`src/rtl/noc_link_pkg.sv`:
```
// Shared types and helpers for the NoC chip-boundary link adapter.
package noc_link_pkg;

   typedef enum logic [0:0] {
      TX_IDLE,
      TX_SEND
   } tx_state_t;

   localparam int ERR_FIFO_OVF  = 0;
   localparam int ERR_RX_RESYNC = 1;
   localparam int ERR_CRD_OVF   = 2;

   function automatic int nbeat(input int fw, input int lw);
      return (fw + lw - 1) / lw;
   endfunction

endpackage

```
`src/rtl/noc_link_fifo.sv`:
```
// Synchronous W x D flit FIFO; a write on full is accepted only when a read frees a slot that cycle.
module noc_link_fifo #(
   parameter int W = 36,
   parameter int D = 4
) (
   input  logic         clk,
   input  logic         rst,
   input  logic         wr,
   input  logic [W-1:0] din,
   input  logic         rd,
   output logic [W-1:0] dout,
   output logic         full,
   output logic         empty
);
   localparam int AW = (D > 1) ? $clog2(D) : 1;
   localparam logic [AW-1:0] PTR_LAST = AW'(D - 1);
   localparam logic [AW:0]   CNT_FULL = (AW + 1)'(D);
   localparam logic [AW:0]   CNT_ONE  = (AW + 1)'(1);

   logic [W-1:0]  mem [D];
   logic [AW-1:0] wr_ptr;
   logic [AW-1:0] rd_ptr;
   logic [AW:0]   count;
   logic          do_rd;
   logic          do_wr;

   assign full  = (count == CNT_FULL);
   assign empty = (count == '0);
   assign do_rd = rd && !empty;
   assign do_wr = wr && (!full || do_rd);
   assign dout  = mem[rd_ptr];

   always_ff @(posedge clk) begin
      if (do_wr) mem[wr_ptr] <= din;
   end

   always_ff @(posedge clk) begin
      if (rst) begin
         wr_ptr <= '0;
         rd_ptr <= '0;
         count  <= '0;
      end else begin
         if (do_wr) wr_ptr <= (wr_ptr == PTR_LAST) ? '0 : wr_ptr + AW'(1);
         if (do_rd) rd_ptr <= (rd_ptr == PTR_LAST) ? '0 : rd_ptr + AW'(1);
         case ({do_wr, do_rd})
            2'b10:   count <= count + CNT_ONE;
            2'b01:   count <= count - CNT_ONE;
            default: count <= count;
         endcase
      end
   end

endmodule

```
`src/rtl/noc_chip_link.sv`:
```
// Chip-boundary link adapter: TX flit FIFO + beat serializer, RX deserializer with credit-gated mesh injection.
//   state   | meaning
//   TX_IDLE | shift register empty, waiting for a buffered flit
//   TX_SEND | driving beats of the current flit onto the off-chip link
module noc_chip_link
   import noc_link_pkg::*;
#(
   parameter int FW = 36,
   parameter int LW = 9,
   parameter int B  = 4
) (
   input  logic          clk,
   input  logic          rst,
   input  logic          flit_in_wr,
   input  logic [FW-1:0] flit_in,
   output logic          credit_out,
   output logic          flit_out_wr,
   output logic [FW-1:0] flit_out,
   input  logic          credit_in,
   output logic [LW-1:0] tx_data,
   output logic          tx_sof,
   output logic          tx_valid,
   input  logic          tx_ready,
   input  logic [LW-1:0] rx_data,
   input  logic          rx_sof,
   input  logic          rx_valid,
   output logic          rx_ready,
   output logic [2:0]    err
);
   localparam int NB = nbeat(FW, LW);
   localparam int PW = NB * LW;
   localparam int CW = (NB > 1) ? $clog2(NB) : 1;
   localparam int KW = $clog2(B + 1);
   localparam logic [CW-1:0] BEAT_LAST = CW'(NB - 1);
   localparam logic [KW-1:0] CRD_MAX   = KW'(B);

   tx_state_t     tx_state;
   logic [CW-1:0] tx_cnt;
   logic [PW-1:0] tx_shreg;
   logic [FW-1:0] fifo_dout;
   logic          fifo_full;
   logic          fifo_empty;
   logic          tx_last_hs;
   logic          tx_pop;
   logic          fifo_ovf;

   logic [CW-1:0] rx_cnt;
   logic [PW-1:0] rx_buf;
   logic [PW-1:0] rx_next;
   logic [CW-1:0] rx_idx;
   logic          rx_acc;
   logic          rx_drop;
   logic          rx_resync;
   logic          hold_valid;
   logic [FW-1:0] hold_data;
   logic [KW-1:0] crd_cnt;
   logic          inject;
   logic          crd_ovf;

   noc_link_fifo #(.W(FW), .D(B)) u_fifo (
      .clk   (clk),
      .rst   (rst),
      .wr    (flit_in_wr),
      .din   (flit_in),
      .rd    (tx_pop),
      .dout  (fifo_dout),
      .full  (fifo_full),
      .empty (fifo_empty)
   );

   // Popping on the last handshake lets back-to-back flits stream without a bubble.
   assign tx_last_hs = (tx_state == TX_SEND) && tx_ready && (tx_cnt == BEAT_LAST);
   assign tx_pop     = !fifo_empty && ((tx_state == TX_IDLE) || tx_last_hs);
   assign fifo_ovf   = flit_in_wr && fifo_full && !tx_pop;

   assign tx_valid = (tx_state == TX_SEND);
   assign tx_sof   = (tx_state == TX_SEND) && (tx_cnt == '0);
   assign tx_data  = tx_shreg[LW-1:0];

   always_ff @(posedge clk) begin
      if (rst) begin
         tx_state   <= TX_IDLE;
         tx_cnt     <= '0;
         tx_shreg   <= '0;
         credit_out <= 1'b0;
      end else begin
         credit_out <= tx_pop;
         if (tx_pop) begin
            tx_state <= TX_SEND;
            tx_cnt   <= '0;
            tx_shreg <= PW'(fifo_dout);
         end else begin
            case (tx_state)
               TX_SEND: begin
                  if (tx_ready) begin
                     if (tx_cnt == BEAT_LAST) begin
                        tx_state <= TX_IDLE;
                        tx_cnt   <= '0;
                     end else begin
                        tx_cnt   <= tx_cnt + CW'(1);
                        tx_shreg <= tx_shreg >> LW;
                     end
                  end
               end
               default: tx_state <= TX_IDLE;
            endcase
         end
      end
   end

   // Beats enter at the top and shift down, so beat 0 lands in the LSB slice.
   assign rx_ready  = !hold_valid;
   assign rx_acc    = rx_valid && rx_ready;
   assign rx_drop   = !rx_sof && (rx_cnt == '0);
   assign rx_resync = rx_acc && (rx_sof ? (rx_cnt != '0) : (rx_cnt == '0));
   assign rx_idx    = rx_sof ? '0 : rx_cnt;
   assign rx_next   = (rx_buf >> LW) | ({{(PW - LW){1'b0}}, rx_data} << (PW - LW));
   assign inject    = hold_valid && (crd_cnt != '0);
   assign crd_ovf   = credit_in && !inject && (crd_cnt == CRD_MAX);

   always_ff @(posedge clk) begin
      if (rst) begin
         rx_cnt      <= '0;
         rx_buf      <= '0;
         hold_valid  <= 1'b0;
         hold_data   <= '0;
         flit_out_wr <= 1'b0;
         flit_out    <= '0;
      end else begin
         flit_out_wr <= inject;
         if (inject) begin
            flit_out   <= hold_data;
            hold_valid <= 1'b0;
         end
         if (rx_acc && !rx_drop) begin
            rx_buf <= rx_next;
            if (rx_idx == BEAT_LAST) begin
               rx_cnt     <= '0;
               hold_valid <= 1'b1;
               hold_data  <= rx_next[FW-1:0];
            end else begin
               rx_cnt <= rx_idx + CW'(1);
            end
         end
      end
   end

   always_ff @(posedge clk) begin
      if (rst) begin
         crd_cnt <= CRD_MAX;
      end else begin
         case ({inject, credit_in})
            2'b10:   crd_cnt <= crd_cnt - KW'(1);
            2'b01:   crd_cnt <= (crd_cnt == CRD_MAX) ? CRD_MAX : crd_cnt + KW'(1);
            default: crd_cnt <= crd_cnt;
         endcase
      end
   end

   always_ff @(posedge clk) begin
      if (rst) begin
         err <= '0;
      end else begin
         if (fifo_ovf)  err[ERR_FIFO_OVF]  <= 1'b1;
         if (rx_resync) err[ERR_RX_RESYNC] <= 1'b1;
         if (crd_ovf)   err[ERR_CRD_OVF]   <= 1'b1;
      end
   end

endmodule

```
`config.mk`:
```
export PLATFORM = sky130hd
export DESIGN_NAME = noc_chip_link
export DESIGN_NICKNAME = d
export VERILOG_FILES = /design/src/rtl/noc_link_pkg.sv /design/src/rtl/noc_link_fifo.sv /design/src/rtl/noc_chip_link.sv
export SDC_FILE = /design/constraint.sdc
export NUM_CORES = 1
export LEC_CHECK = 0
export CORE_MARGIN = 2
export CORE_UTILIZATION = 52
export CTS_CLUSTER_SIZE = 28
export DETAILED_ROUTE_END_ITERATION = 6
export PLACE_DENSITY = 0.78
export SYNTH_ARGS = -nofsm -noshare
export SYNTH_HDL_FRONTEND = slang
export SYNTH_HIERARCHICAL = 1
export SYNTH_SLANG_ARGS = --single-unit
```
`constraint.sdc`:
```
create_clock -name clk -period 2.6 [get_ports clk]
set_input_delay 0.52 -clock clk [delete_from_list [all_inputs] [get_ports clk]]
set_output_delay 0.52 -clock clk [all_outputs]
set_load 0.005 [all_outputs]
```
**Yosys cells after proc, flatten, opt, wreduce, memory -nomap -nowiden**

Memories as Yosys holds them, arrays and structs flattened. A register that Yosys moved wholly into a read port is not among the register bits.
Index checks and enable logic that the tools add are counted.

- Flip-flop bits (word level): 165
- Memory bits (writable): 144
- Bits of input ports: 52
- Output and inout port bits: 53
- Word-level logic and storage cells: 100
- Memories kept: 1

Memory list:

| name | depth | width | rd ports | clocked after Yosys merged registers in | write ports | line | RTL |
|---|---|---|---|---|---|---|---|
| u_fifo.mem | 4 | 36 | 1 | 1 | 1 | noc_link_fifo.sv:20 | `logic [W-1:0] mem [D];` |

- Add/subtract/negate cells: 8
- Eq/ne operators: 11
- Mux-type cells: 24
- Bitwise operators: 2
- Reductions and logical operators: 37

Operator list:

| kind | number |
|---|---|
| two-way mux 36 bit | 4 |
| bitwise OR 27 x 36 -> 36 bit | 1 |
| logical AND 1 bit | 15 |
| two-way mux 2 bit | 7 |
| == test 2 bit (second input constant) | 6 |
| case mux 3 bit (2 select lines) | 2 |
| two-way mux 1 bit | 10 |
| nonzero test 2 bit | 5 |
| adder 2 x 1 -> 2 bit (second input constant) | 4 |
| logical NOT 1 bit | 7 |
| adder 3 x 1 -> 3 bit (second input constant) | 2 |
| == test 3 bit (second input constant) | 2 |
| subtractor 3 x 1 -> 3 bit (second input constant) | 2 |
| == test 2 x 1 -> 1 bit (second input constant) | 2 |
| logical NOT 2 bit | 2 |
| AND reduction 2 bit | 2 |
| logical NOT 3 bit | 1 |
| two-way mux 3 bit | 1 |
| AND reduction 3 bit | 1 |
| nonzero test 3 bit | 1 |
| logical OR 1 bit | 2 |
| inequality test 2 bit (second input constant) | 1 |
| OR reduction 2 bit | 1 |
| NOT 1 bit | 1 |

**Longest topological paths before layout**

- Depth in word-level cells: 9
- Depth in mapped cells: 12
- Gate-level depth less buffers: 11

**Cells and area by module**

The synthesis kept the hierarchy.

By module, submodules not included:

| module | times used | cells an instance | area an instance (um^2) | seq. area each (um^2) |
|---|---|---|---|---|
| noc_chip_link | 1 | 723 | 6044.5 | 2982.9 |
| noc_link_fifo | 1 | 247 | 5723.0 | 4504.3 |

**Least setup slack after synthesis**

OpenSTA, ideal clock, no wires.

- Kind: reg-to-reg
- Start: register tx_cnt[1]
- End: memory u_fifo.mem[3][0], enable pin
- Library setup time: 0.397 ns
- Data arrival time: 2.371 ns
- Required time: 2.203 ns
- Path slack: -0.168 ns
- Cell stages (with the launch flop): 9
- Path buffers: 1
- Clock period less this slack: 2.768 ns
- Cell sequence: dfxtp_1 ha_1 a21boi_4 or2_1 buf_6 inv_1 inv_1 a21boi_2 and2_1

- Cells in the longest elaborated chain, start to end: 9

RTL lines:

| item | line | RTL |
|---|---|---|
| start, declared | noc_chip_link.sv:38 | `logic [CW-1:0] tx_cnt;` |
| start signal, assigned | noc_chip_link.sv:100 | `tx_cnt <= tx_cnt + CW'(1);` |
| == test 2 bit | noc_chip_link.sv:72 | `assign tx_last_hs = (tx_state == TX_SEND) && tx_ready && (tx_cnt == BEAT_LAST);` |
| logical AND 1 bit | noc_chip_link.sv:72 |  |
| logical OR 1 bit | noc_chip_link.sv:73 | `assign tx_pop = !fifo_empty && ((tx_state == TX_IDLE) \|\| tx_last_hs);` |
| logical AND 1 bit | noc_chip_link.sv:73 |  |
| via tx_pop | noc_chip_link.sv:44 | `logic tx_pop;` |
| logical AND 1 bit | noc_link_fifo.sv:29 | `assign do_rd = rd && !empty;` |
| logical OR 1 bit | noc_link_fifo.sv:30 | `assign do_wr = wr && (!full \|\| do_rd);` |
| logical AND 1 bit | noc_link_fifo.sv:30 |  |
| two-way mux 1 bit | noc_link_fifo.sv:34 | `if (do_wr) mem[wr_ptr] <= din;` |
| two-way mux 1 bit (not written as such) | noc_link_fifo.sv:34 |  |
| end, declared | noc_link_fifo.sv:20 |  |

The timed path passes the listed nets, and every way through them passes these cells.

**Worst setup path in the final report**

- Start: register tx_cnt[1]
- End: register u_fifo.count[2]

- Cells in the longest elaborated chain, start to end: 9
- Elaborated cells between the ends (all ways): 11
- Classes of those cells: eq/ne: 3; mux: 1; reduce/logical: 7

RTL lines:

| item | line | RTL |
|---|---|---|
| == test 2 bit * | noc_chip_link.sv:72 |  |
| logical AND 1 bit * | noc_chip_link.sv:72 |  |
| logical OR 1 bit * | noc_chip_link.sv:73 |  |
| logical AND 1 bit * | noc_chip_link.sv:73 |  |
| via tx_pop | noc_chip_link.sv:44 |  |
| logical AND 1 bit * | noc_link_fifo.sv:29 |  |
| logical OR 1 bit | noc_link_fifo.sv:30 |  |
| logical AND 1 bit | noc_link_fifo.sv:30 |  |
| == test 2 x 1 -> 1 bit / == test 2 bit (equally long branches) | noc_link_fifo.sv:45 | `case ({do_wr, do_rd})` |
| case mux 3 bit (2 select lines) / nonzero test 2 bit (equally long branches) | - |  |
| end signal, assigned | noc_link_fifo.sv:46 | `2'b10: count <= count + CNT_ONE;` |
| end signal, assigned | noc_link_fifo.sv:47 | `2'b01: count <= count - CNT_ONE;` |
| end signal, assigned | noc_link_fifo.sv:48 | `default: count <= count;` |
| end, declared | noc_link_fifo.sv:23 | `logic [AW:0] count;` |

The timed path passes the listed nets; every way through them passes the cells marked *.
A chain may end at the register's enable or synchronous reset.

==> run summary <==
Max VDD drop - 0.804 mV
final worst path period share - 92.5%
Iter 0 DRT Violations - 572
die area - 23800 µm²
die height - 154 µm
Vias - 7733
DR pass1 iterations - 5
syn_nets - 1036
Skew-Pair Late Insertion Delay - 0.55 ns
Initial Utilization - 52.5%
Hold/Removal Path Class - register to register
sequential cell area fraction in the yosys report - 63.6%
Avg Vias per Cell - 5.65
initial antenna violation count - 0
Pwr Total - 12.3 mW
Fill cells - 1683
ys async rst share - 0%
antenna viol nets, final - 0
leakage power - 4.68 nW
Setup CP Type - register to register
ys flop type - dfxtp_1
r2r setup slk - 0.20 ns
Std-Cell Rows - 55
Die Width - 154 µm
worst slew pin tran - 0.587 ns
Syn Std Cell Area - 11800 µm²
top cells by area, synth - edfxtp_1 (37%), dfxtp_1 (27%), mux4_2 (6.9%)
total gr overflow - 0
critical path arrival - 2.85 ns
port bufs - 104
Num CTS Buffers - 30
Avg Inst Size Synth - 12.1 µm²
pin count of the biggest net entering global routing - 118
hold_buf cts - 0
gr usage total - 20.6%
RSZ-0062 raised after global routing - false
Final Max Slew Viols - 0
num ports - 105
CTS root buf - clkbuf_16
clk slew on worst S/H paths - 0.06 ns
Synth cell types - 52
critical path peak fanout - 4
final hold vios - 0
required time worst endpoint - 3.04 ns
Avg WL per Cell - 17.9 µm
detailed placement HPWL - 15400 µm
TritonCTS clock tree - done
Post-DP Area - 13100 µm²
total area of multi-input combinational cells - 3720 µm²
Nets - 1127
Rel. slew slack - 60.8%
design area - 14200 µm²
Seq cells post-synth - 302
layout cell share with drive strength beyond 1 - 15.4%
commonest cells after routing, fill and taps aside - nand2_1 (185), dfxtp_1 (157), edfxtp_1 (144), a21oi_1 (105), clkdlybuf4s50_1 (103)
delay of the slowest cell on the worst path - 0.41 ns
core area - 22400 µm²
CP cell instances - ha_4, a21boi_4, or2_1, inv_2, o31ai_2, or2_2, fa_1, inv_1, nor3_1, a31oi_1, mux2_1
Synth area leader - edfxtp_1
commonest non-fill, non-tap cell in the layout - nand2_1
Mapped Cells - 970
post-CTS sizing - 0
PwrDens - 869 nW/µm²
number of H-tree levels - 1
CP Launch Type - register
status - complete, no violations
max-cap violations - 0
Max Freq - 416 MHz
YS warnings - 6
clock skew - 0.0133 ns
RD Place Congestion - 0.763
# DRC - 0
Final setup viols - 0
crit path max-delay cell type - fa_1
CP endpoint kind - register
clk sink count - 302
P&R area growth vs syn - 20.6%
Seq. cell area - 7490 µm²
Ant. Diodes - 0
maximum root-to-sink buffer count - 3
share of the synthesized area in the top cell type - 36.7%
Hold WS - 0.447 ns
WL final - 24500 µm
number of post-CTS setup repair buffers - 0
number of global-route vias before repair - 7788
Post-synth EDFFs - 144
first-pass GRT wire length - 40000 µm
post-layout min period - 2.40 ns
[power breakdown]
group / switching (mW) / internal [mW] / total [mW]
Combinational: 1.20 / 1.01 / 2.20
Sequential: 0.236 / 5.44 / 5.68
Clock: 1.77 / 2.68 / 4.46
[Yosys cell counts, drive strengths merged, types with 14 or more instances]
| cell type | instances |
|---|---|
| dfxtp | 158 |
| buf | 55 |
| clkbuf | 27 |
| nand3 | 38 |
| a21oi | 106 |
| nand2 | 185 |
| edfxtp | 144 |
| nor3 | 32 |
| inv | 36 |
| a311oi | 28 |
| mux4 | 36 |
| o21ai | 36 |
| nor2 | 14 |
[layer usage]
layer,wire length [µm],vias to the layer above,GRT usage [%]
li1,-,3656,-
met1,10300,3757,26.8
met2,12100,259,35.5
met3,1270,61,3.14
met4,787,0,7.23
met5,0,-,0
[worst max-delay path: cells and delay by family, from the launching register on]
| family | cells | cell delay (ns) |
|---|---|---|
| simple gates | 3 | 0.58 |
| flops | 1 | 0.39 |
| fa+ha+maj | 2 | 0.59 |
| mux | 1 | 0.33 |
| buf+inv | 2 | 0.15 |
| compound gates | 3 | 0.27 |
[sequential cells by signal (all words and copies together) (netlist names), 2 cells and up, named ones only]
signal and count:
flit_out 36, err 3, tx_cnt 2, rx_cnt 2, u_fifo/rd_ptr 2, u_fifo/count 3
rx_buf 27, tx_shreg 36, u_fifo/mem 144, u_fifo/wr_ptr 2, hold_data 36, crd_cnt 3
[final timing paths]
kind | startpoint | endpoint | cells past startpoint
max | tx_cnt[1] | u_fifo/count[2] | 11
min | err[0] | err[0] | 2
max reg2reg | tx_cnt[1] | u_fifo/count[2] | 11
min reg2reg | err[0] | err[0] | 2
[kinds of logic (layout without fill, tap and decap cells)]
logic type	count (synthesis)	in the layout	synth area share, %
xor+xnor	3	3	0.223
buf+inv	118	232	5.06
flops	302	302	63.6
compound gates	195	195	11.1
mux	42	42	7.41
simple gates	296	296	11.1
fa+ha+maj	14	14	1.55
[area by class of cell]
cell class                 instances  share of cell area, %
multi-input combinational        550                   26.2
sequential                       302                   52.7
clock inverter                    19                   1.52
inverter                          36                  0.952
timing repair buffer             141                   10.2
tap                              285                   2.51
clock buffer                      36                   5.88
[per-stage QoR]
step                cells  TNS [ns]  util (%)  setup slack [ns]
floorplan             970         0         -            0.0247
global placement     1314    -0.457      58.6            -0.314
detailed placement   1314    -0.494      58.6            -0.317
CTS                  1369         0      63.2             0.152
global route         1369         0      63.3           0.00197
finish               1369         0      63.3             0.196
Power figures use the tool's default switching activity.
